$ cat src/rtl/data_mem_arbiter.sv
// Round-robin arbiter sharing the single-port data memory between the core
// load/store path (port 0) and the debug/DMA loader (port 1).
module data_mem_arbiter #(
    parameter int WIDTH  = 32,
    parameter int ADDR_W = 17
) (
    input  logic             clk,
    input  logic             rst_n,
    input  logic             m0_req,
    input  logic             m0_we,
    input  logic [2:0]       m0_mode,
    input  logic [WIDTH-1:0] m0_addr,
    input  logic [WIDTH-1:0] m0_wdata,
    output logic             m0_gnt,
    output logic             m0_rvalid,
    output logic [WIDTH-1:0] m0_rdata,
    output logic             m0_err,
    input  logic             m1_req,
    input  logic             m1_we,
    input  logic [2:0]       m1_mode,
    input  logic [WIDTH-1:0] m1_addr,
    input  logic [WIDTH-1:0] m1_wdata,
    output logic             m1_gnt,
    output logic             m1_rvalid,
    output logic [WIDTH-1:0] m1_rdata,
    output logic             m1_err,
    output logic             mem_we,
    output logic [2:0]       mem_mode,
    output logic [1:0]       mem_rsrc,
    output logic [WIDTH-1:0] mem_addr,
    output logic [WIDTH-1:0] mem_wd,
    input  logic [WIDTH-1:0] mem_rd
);

    // state | meaning
    // IDLE  | no access on the memory; winner of pending requests is latched
    // ACC   | latched command drives the memory for exactly one cycle
    typedef enum logic {
        S_IDLE = 1'b0,
        S_ACC  = 1'b1
    } state_t;

    state_t           state_q, state_d;
    logic             rr_last_q;
    logic             port_q;
    logic             we_q;
    logic [2:0]       mode_q;
    logic [WIDTH-1:0] addr_q;
    logic [WIDTH-1:0] wdata_q;
    logic [1:0]       rvalid_q;
    logic [1:0]       err_q;
    logic [WIDTH-1:0] rdata0_q;
    logic [WIDTH-1:0] rdata1_q;

    logic any_req;
    logic winner;
    logic mode_ok;
    logic addr_ok;
    logic legal;

    assign any_req = m0_req | m1_req;

    // With both requesting, the port that did not win last time goes first.
    always_comb begin
        winner = 1'b0;
        if (m0_req && m1_req) begin
            winner = ~rr_last_q;
        end else if (m1_req) begin
            winner = 1'b1;
        end
    end

    always_comb begin
        mode_ok = 1'b0;
        case (mode_q)
            3'b001, 3'b010, 3'b011, 3'b100, 3'b101: mode_ok = 1'b1;
            default:                                mode_ok = 1'b0;
        endcase
    end

    assign addr_ok = (addr_q[WIDTH-1:ADDR_W] == '0);
    assign legal   = mode_ok & addr_ok;

    always_comb begin
        state_d = state_q;
        case (state_q)
            S_IDLE:  if (any_req) state_d = S_ACC;
            S_ACC:   state_d = S_IDLE;
            default: state_d = S_IDLE;
        endcase
    end

    always_comb begin
        m0_gnt   = 1'b0;
        m1_gnt   = 1'b0;
        mem_we   = 1'b0;
        mem_mode = 3'b000;
        mem_rsrc = 2'b00;
        mem_addr = '0;
        mem_wd   = '0;
        if (state_q == S_ACC) begin
            m0_gnt   = ~port_q;
            m1_gnt   = port_q;
            mem_mode = mode_q;
            mem_addr = addr_q;
            mem_wd   = wdata_q;
            if (legal) begin
                mem_we   = we_q;
                mem_rsrc = we_q ? 2'b00 : 2'b01;
            end
        end
    end

    always_ff @(posedge clk or negedge rst_n) begin
        if (!rst_n) begin
            state_q   <= S_IDLE;
            rr_last_q <= 1'b1;
            port_q    <= 1'b0;
            we_q      <= 1'b0;
            mode_q    <= 3'b000;
            addr_q    <= '0;
            wdata_q   <= '0;
            rvalid_q  <= 2'b00;
            err_q     <= 2'b00;
            rdata0_q  <= '0;
            rdata1_q  <= '0;
        end else begin
            state_q  <= state_d;
            rvalid_q <= 2'b00;
            err_q    <= 2'b00;
            if (state_q == S_IDLE && any_req) begin
                rr_last_q <= winner;
                port_q    <= winner;
                we_q      <= winner ? m1_we    : m0_we;
                mode_q    <= winner ? m1_mode  : m0_mode;
                addr_q    <= winner ? m1_addr  : m0_addr;
                wdata_q   <= winner ? m1_wdata : m0_wdata;
            end
            if (state_q == S_ACC) begin
                if (!legal) begin
                    err_q[port_q] <= 1'b1;
                end else if (!we_q) begin
                    rvalid_q[port_q] <= 1'b1;
                    if (port_q) rdata1_q <= mem_rd;
                    else        rdata0_q <= mem_rd;
                end
            end
        end
    end

    assign m0_rvalid = rvalid_q[0];
    assign m1_rvalid = rvalid_q[1];
    assign m0_err    = err_q[0];
    assign m1_err    = err_q[1];
    assign m0_rdata  = rdata0_q;
    assign m1_rdata  = rdata1_q;

endmodule
$ cat config.mk
export PLATFORM = sky130hd
export DESIGN_NAME = data_mem_arbiter
export DESIGN_NICKNAME = d
export VERILOG_FILES = /design/src/rtl/data_mem_arbiter.sv
export SDC_FILE = /design/constraint.sdc
export NUM_CORES = 1
export LEC_CHECK = 0
export ABC_CLOCK_PERIOD_IN_PS = 2200
export CORE_MARGIN = 2
export CORE_UTILIZATION = 41
export DETAILED_ROUTE_END_ITERATION = 8
export PLACE_DENSITY = 0.82
export SYNTH_ARGS = -nofsm -noshare
export SYNTH_HDL_FRONTEND = slang
export SYNTH_SLANG_ARGS = --single-unit
export TNS_END_PERCENT = 100
$ cat constraint.sdc
create_clock -name clk -period 2.2 [get_ports clk]
set_input_delay 0.44 -clock clk [delete_from_list [all_inputs] [get_ports clk]]
set_output_delay 0.44 -clock clk [all_outputs]
set_load 0.05 [all_outputs]
# Word-level counts from Yosys, hierarchy flattened
# Index checks and enable logic that the tools add are counted.
# totals
inputBits	172
output_inout_bits	140
elab_cells	57
ff_bits	139
# classes
reduce_logical	7
n_lt_le_gt_ge	2
n_mux	26
bitwise	6
eq_ne	5
# op_table
cell	n
two-way mux 32 bit	4
logical NOT 15 bit	1
two-way mux 1 bit	13
two-way mux 2 bit	5
AND reduction 4 bit	2
equality test 3 x 2 -> 1 bit (second input constant)	2
equality test 3 bit (second input constant)	2
two-way mux 3 bit	2
OR reduction 5 bit	1
inverter 1 bit	4
equality test 3 x 1 -> 1 bit (second input constant)	1
logical AND 1 bit	3
less-than comparator 1 x 2 -> 1 bit (second input constant)	1
case mux 1 bit (2 select lines)	1
AND 1 bit	1
demux 1 bit (select 1 bit)	1
greater-or-equal comparator 1 bit (second input constant)	1
bitwise OR 1 bit	1

# Logic depth before layout (Yosys ltp)
# Gate-level depths: netlist of run 1.
# logic_depth
depth_word	7
ltp_mapped	8
ltp_nobuf	4

# Worst setup path before layout of run 1
# Ideal clock, no wire load.
# synth_path
path_type	reg-to-output
startpoint	register addr_q[18]
endpoint	output port mem_rsrc[0]
path_stages_with_launch	4
arrival_time_ns	2.415
n_path_buf	0
required_time_ns	1.760
setup_slack_ns	-0.655
path_cell_list	dfrtp_1 nor4_4 nand4_4 nor4_1
# synth_via
elab_chain_len	4
# synth_lines
element	line	rtl
from (decl)	48	logic [WIDTH-1:0] addr_q;
from (signal assigned)	136	addr_q <= winner ? m1_addr : m0_addr;
logical NOT 15 bit	81	assign addr_ok = (addr_q[WIDTH-1:ADDR_W] == '0);
AND 1 bit	82	assign legal = mode_ok & addr_ok;
two-way mux 1 bit	107	if (legal) begin
two-way mux 1 bit	101	if (state_q == S_ACC) begin
to (decl)	29	output logic [1:0] mem_rsrc,
# No other way between the ends.

# Final worst setup path of run 1
# Same ends and word-level chain as after synthesis.

==> impl_metrics.tcl, run 1 <==
set metrics [dict create \
    hp-class "register to register" \
    port_buffers 310 \
    place_ws_ns 0.0497 \
    max_freq_mhz 427 \
    die_w_um 129 \
    gp_congestion 0.744 \
    multi_input_area_um2 2800 \
    ys_types 27 \
    layout_common_cells "238 x clkdlybuf4s50_1, 137 x dfrtp_1, 82 x buf_12" \
    min_period_over_period 1.07 \
    floorplan.initialDensity 0.420 \
    dpl.hpwl_um 14200 \
    yosys-top-cells-area "dfrtp_1 54%, mux2i_1 11%, mux2_4 6.8%" \
    drc 0 \
    syn_nets 713 \
    status "complete, but fails checks" \
    setup_viol 21 \
    syn_area_um2 6410 \
    cts_sinks 139 \
    dr.first_iter.drc_count 237 \
    synth_compound_area_frac 0.0564 \
    routedWlPerCell_um 18.3 \
    synth-seq-area-share 0.543 \
    yosys_warnings 0 \
    worst_skew_pair.late_latency_ns 0.42 \
    synth_edf_count 0 \
    yosys.area.top_type_share 0.539 \
    synth_seq_cells 139 \
    io_pins 312 \
    track_usage 0.229 \
    powerDensity_nw_per_um2 758 \
    setup_ws_ns -0.144 \
    critPathMaxFanout 3 \
    ant_nets 0 \
    antenna_found_initial 0 \
    synth_xor_area_frac 0 \
    grt_pass1_vias 5509 \
    worst_pin_slew_ns 0.566 \
    maxCapViolCount 0 \
    cp.arrival_ns 1.90 \
    syn_to_final_growth_pct 78.5 \
    vdd_drop_max_mv 0.534 \
    critPathKind "register to output port" \
    startpoint_type "register" \
    cts_tree "yes" \
    nFillCells 993 \
    cts.path.max_buffers 2 \
    cts_root_buffer "clkbuf_16" \
    tns_ns -1.62 \
    firstDrtPassIters 5 \
    drive_above_1_share 0.243 \
    critPathRequiredTime_ns 1.76 \
    routed_via_density 4.91 \
    slew_headroom 0.622 \
    synthSimpleGateAreaFrac 0.132 \
    synthCells 541 \
    synthMuxAreaShare 0.236 \
    synth.avg_cell_area_um2 11.9 \
    num_rows 45 \
    yosysTopAreaCell "dfrtp_1" \
    synth_top_family_by_area "multiplexers" \
    period_needed_ns 2.34 \
    drv_slew 0 \
    cts.reportedPaths.clkPinSlew_ns 0.06 \
    rsz0062_at_grt "yes" \
    die_h_um 129 \
    routed_wl_um 20000 \
    violations "negative setup slack" \
    die_area_um2 16700 \
    regArea_um2 3480 \
    clock_skew_ns 0.00881 \
    grt_overflow 0 \
    grt_pass1_wl_um 29000 \
    grt_max_degree 77 \
    synthArstFlopShare 1.00 \
    fin_nets 1040 \
    synthAdderAreaFrac 0 \
    finalHoldViolCount 0 \
    power_leakage_nw 5.22 \
    end_kind "output port" \
    h-tree-depth 4 \
    synth_ff_type "dfrtp_1" \
    core_area_um2 15300 \
    vias 5360 \
    layout_commonest_cell "clkdlybuf4s50_1" \
    antenna_cells 0 \
    cts-buffers-inserted 17 \
]
power breakdown:
| part | total [W] | switching [W] | internal (W) | leakage [nW] |
|---|---|---|---|---|
| logic | 0.00279 | 0.00144 | 0.00135 | 3.12 |
| registers | 0.00304 | 0.000196 | 0.00285 | 1.81 |
| clock network | 0.00284 | 0.00112 | 0.00171 | 0.279 |
| total | 0.00867 | 0.00276 | 0.00591 | 5.22 |
flip-flops by register name, summed over array words and instances (netlist names):
name / count
addr_q: 32
m0_rdata: 32
m1_rdata: 32
wdata_q: 32
mode_q: 3
err_q: 2
rvalid_q: 2
port_q: 1
rr_last_q: 1
state_q: 1
we_q: 1
routing by layer:
metal  share of wire  GRT usage
met1            0.36      0.248
met4           0.024     0.0799
met2            0.53      0.419
met5               0          0
met3           0.080     0.0751
through the flow:
step                cell area, um^2  power [W]  cells   util  hold WS (ns)
finish                        11400    0.00867   1092  0.750         0.470
detailed placement            10600    0.00586   1041  0.693         0.432
floorplan                      6430    0.00436    541      -         0.144
CTS                           11200    0.00872   1077  0.736         0.476
global placement              10600    0.00580   1041  0.693         0.428
global route                  11400    0.00904   1092  0.750         0.498
path summary, 6_finish.rpt:
path / cells after the start / slack, ns / start / endpoint
worst max register to register: 9 / -0.10 / addr_q[18] / m1_rdata[0]
min in group asynchronous: 2 / 0.55 / rst_n / m0_rdata[27]
worst min-delay path: 2 / 0.47 / wdata_q[21] / wdata_q[21]
worst min register to register: 2 / 0.47 / wdata_q[21] / wdata_q[21]
worst max-delay path: 4 / -0.14 / addr_q[18] / mem_rsrc[0]
max in group asynchronous: 3 / 0.95 / rst_n / rr_last_q
Yosys cell counts (4+ instances only):
master,count
clkbuf_1,22
mux2_4,29
buf_6,7
nand2_1,74
mux2i_1,68
inv_1,4
and2_1,66
nor4_1,4
mux2_2,33
o21ai_0,70
buf_1,5
dfrtp_1,138
worst max-delay path: stages, from the launching register on:
cell and delay, ns:
dfrtp_1 0.41, nor4_4 0.32, nand4_4 0.17, nor4_4 0.40, buf_12 0.19
kinds of logic after synthesis:
logic type,count (synthesis)
other,1
AO/OA/AOI/OAI,72
buffers and inverters,41
flip-flops,139
multiplexers,132
AND/OR/NAND/NOR,156
cell type report:
class                           count  share of cell area
Clock buffer                       20              0.0390
Inverter                            4             0.00131
Timing Repair Buffer              345               0.376
Multi-Input combinational cell    361               0.245
Tap cell                          211              0.0231
Sequential cell                   139               0.304
Clock inverter                     12              0.0121
what timing repair did:
action / 4_1_cts / 5_1_grt
hold endpoints to repair: 47 / 0
hold buffers: 1 / 0
resized for setup: 9 / 13
setup buffers: 3 / 10
cloned: 0 / 5
endpoints found under the setup margin: 2 / 61
pin swaps: 5 / 6
No activity file was read; power rests on OpenSTA's default activity.
==> inputs of run 2 (changes only) <==
Settings changed: CAP_MARGIN from default to 30.
==> results of run 2 <==
No change in the layout: final DEF, timing and power equal those of run 1.
==> inputs of run 3 (changes only) <==
Settings changed: CORE_ASPECT_RATIO from default to 0.5.
==> run 3 against run 2 <==
Compared with the run above:
- the run still ends with negative setup slack left
- combinational power barely moved
- critical path depth rose by 4
- sequential cell count did not move
- critical endpoint is now m1_rdata[16]
- highest routed layer unchanged
==> impl_metrics.tcl, run 3 (synthesis results as in run 1) <==
set metrics [dict create \
    num_rows 32 \
    worst_skew_pair.late_latency_ns 0.41 \
    grt_pass1_vias 5529 \
    die_area_um2 16700 \
    vdd_drop_max_mv 0.614 \
    h-tree-depth 4 \
    vias 5259 \
    critPathKind "register to register" \
    tns_ns -1.88 \
    min_to "wdata_q[8]" \
    finalHoldViolCount 0 \
    nFillCells 983 \
    syn_to_final_growth_pct 75.9 \
    rrSetupSlack_ns -0.11 \
    p_comb_frac 0.319 \
    startpoint_type "register" \
    slew_headroom 0.615 \
    clock_skew_ns 0.0135 \
    p_sw_frac 0.337 \
    violations "negative setup slack" \
    die_h_um 92.4 \
    fin_util 0.735 \
    cts_tree "yes" \
    rsz0062_at_grt "yes" \
    gp_congestion 0.821 \
    grt_pass1_wl_um 30300 \
    layout.cells.non_filler 1076 \
    ant_nets 0 \
    firstDrtPassIters 4 \
    cts_root_buffer "clkbuf_16" \
    cp.arrival_ns 2.60 \
    whs_path_depth 2 \
    setup_viol 26 \
    track_usage 0.234 \
    die_w_um 181 \
    max_freq_mhz 434 \
    antenna_found_initial 0 \
    critPathRequiredTime_ns 2.50 \
    place_ws_ns 0.0733 \
    hp-start "wdata_q[8]" \
    dp_cells 1032 \
    cts-buffers-inserted 17 \
    core_area_um2 15300 \
    dpl.hpwl_um 14100 \
    grt_overflow 0 \
    drc 0 \
    grt_max_degree 74 \
    layout_commonest_cell "clkdlybuf4s50_1" \
    cts.path.max_buffers 2 \
    floorplan.initialDensity 0.418 \
    routedWlPerCell_um 18.2 \
    port_buffers 310 \
    min_period_over_period 1.05 \
    drive_above_1_share 0.237 \
    net-switching-power_w 0.00295 \
    antenna_cells 0 \
    period_needed_ns 2.31 \
    routed_via_density 4.89 \
    r2r-end "m1_rdata[16]" \
    rr_worst_depth 8 \
    clkPwrFrac 0.332 \
    routed_wl_um 19600 \
    layout_common_cells "238 x clkdlybuf4s50_1, 137 x dfrtp_1, 78 x buf_12" \
    end_kind "register" \
    fin_nets 1031 \
    setup_ws_ns -0.106 \
    p_seq_frac 0.349 \
    io_pins 312 \
    hp-class "register to register" \
    cts.reportedPaths.clkPinSlew_ns 0.07 \
    timing.rr.start "addr_q[23]" \
    powerDensity_nw_per_um2 777 \
    dr.first_iter.drc_count 182 \
    critPathMaxFanout 8 \
    power_leakage_nw 5.15 \
    maxCapViolCount 0 \
    drv_slew 0 \
    worst_pin_slew_ns 0.576 \
    internal_power_w 0.00581 \
    status "complete, but fails checks" \
    cts_sinks 139 \
]
-- run 3: cell types whose count changed in the layout (fill, tap and decap cells not counted), sizes merged --
cell / previous run / this run
bufinv: 2 / 1
buf: 103 / 96
inv: 7 / 13
clkbuf: 23 / 18
clkinvlp: 3 / 1
-- run 3: power groups by stage --
stage / Combinational, W / Sequential, W / Clock (W)
floorplan: 0.00129 / 0.00307 / 0
global placement: 0.00272 / 0.00304 / 0
detailed placement: 0.00276 / 0.00307 / 0
CTS: 0.00280 / 0.00303 / 0.00294
global route: 0.00294 / 0.00309 / 0.00310
finish: 0.00280 / 0.00306 / 0.00291
-- run 3: layer usage --
| layer | track usage | part of all wire |
|---|---|---|
| met2 | 0.418 | 0.53 |
| met3 | 0.0519 | 0.040 |
| met5 | 0 | 0 |
| met4 | 0.112 | 0.037 |
| met1 | 0.269 | 0.39 |
-- run 3: layout make-up --
| type | count | area, um^2 | share of cell area |
|---|---|---|---|
| multi-input combinational | 361 | 2800 | 0.249 |
| inverter | 4 | 15.0 | 0.00133 |
| tap | 204 | 255 | 0.0226 |
| clock buffer | 17 | 425 | 0.0377 |
| clock inverter | 15 | 176 | 0.0156 |
| timing repair buffer | 336 | 4120 | 0.365 |
| sequential | 139 | 3480 | 0.309 |
-- run 3: worst max-delay path by stage --
stage | end | from | cells after the start | slack, ns
detailed placement | m1_rdata[0] | addr_q[20] | 5 | 0.07
global route | mem_we | addr_q[18] | 5 | -0.21
finish | m1_rdata[16] | addr_q[23] | 8 | -0.11
CTS | mem_we | addr_q[31] | 5 | -0.11
floorplan | m1_rdata[10] | addr_q[18] | 5 | 0.19
global placement | m1_rdata[31] | addr_q[20] | 5 | 0.09
-- run 3: metrics by stage --
step | hold slack, ns | power [W] | cell area [um^2]
final | 0.472 | 0.00876 | 11300
after global routing | 0.496 | 0.00913 | 11300
after CTS | 0.477 | 0.00878 | 11200
after detailed placement | 0.417 | 0.00583 | 10500
after global placement | 0.407 | 0.00576 | 10500
after floorplan | 0.144 | 0.00436 | 6430
-- run 3: critical path: stages, from the launching register on --
cell and delay [ns]:
dfrtp_2 0.44, nor4_4 0.33, nand2_2 0.16, buf_4 0.17, buf_4 0.13, nor4_4 0.29
buf_4 0.21, clkbuf_16 0.17, mux2_4 0.30
-- run 3: timing repair --
action,4_1_cts,5_1_grt
gates resized for setup,9,7
setup endpoints to repair,2,34
hold endpoints to repair,46,0
gates cloned,0,2
setup buffers,5,4
pin swaps,6,3
hold buffers,1,0
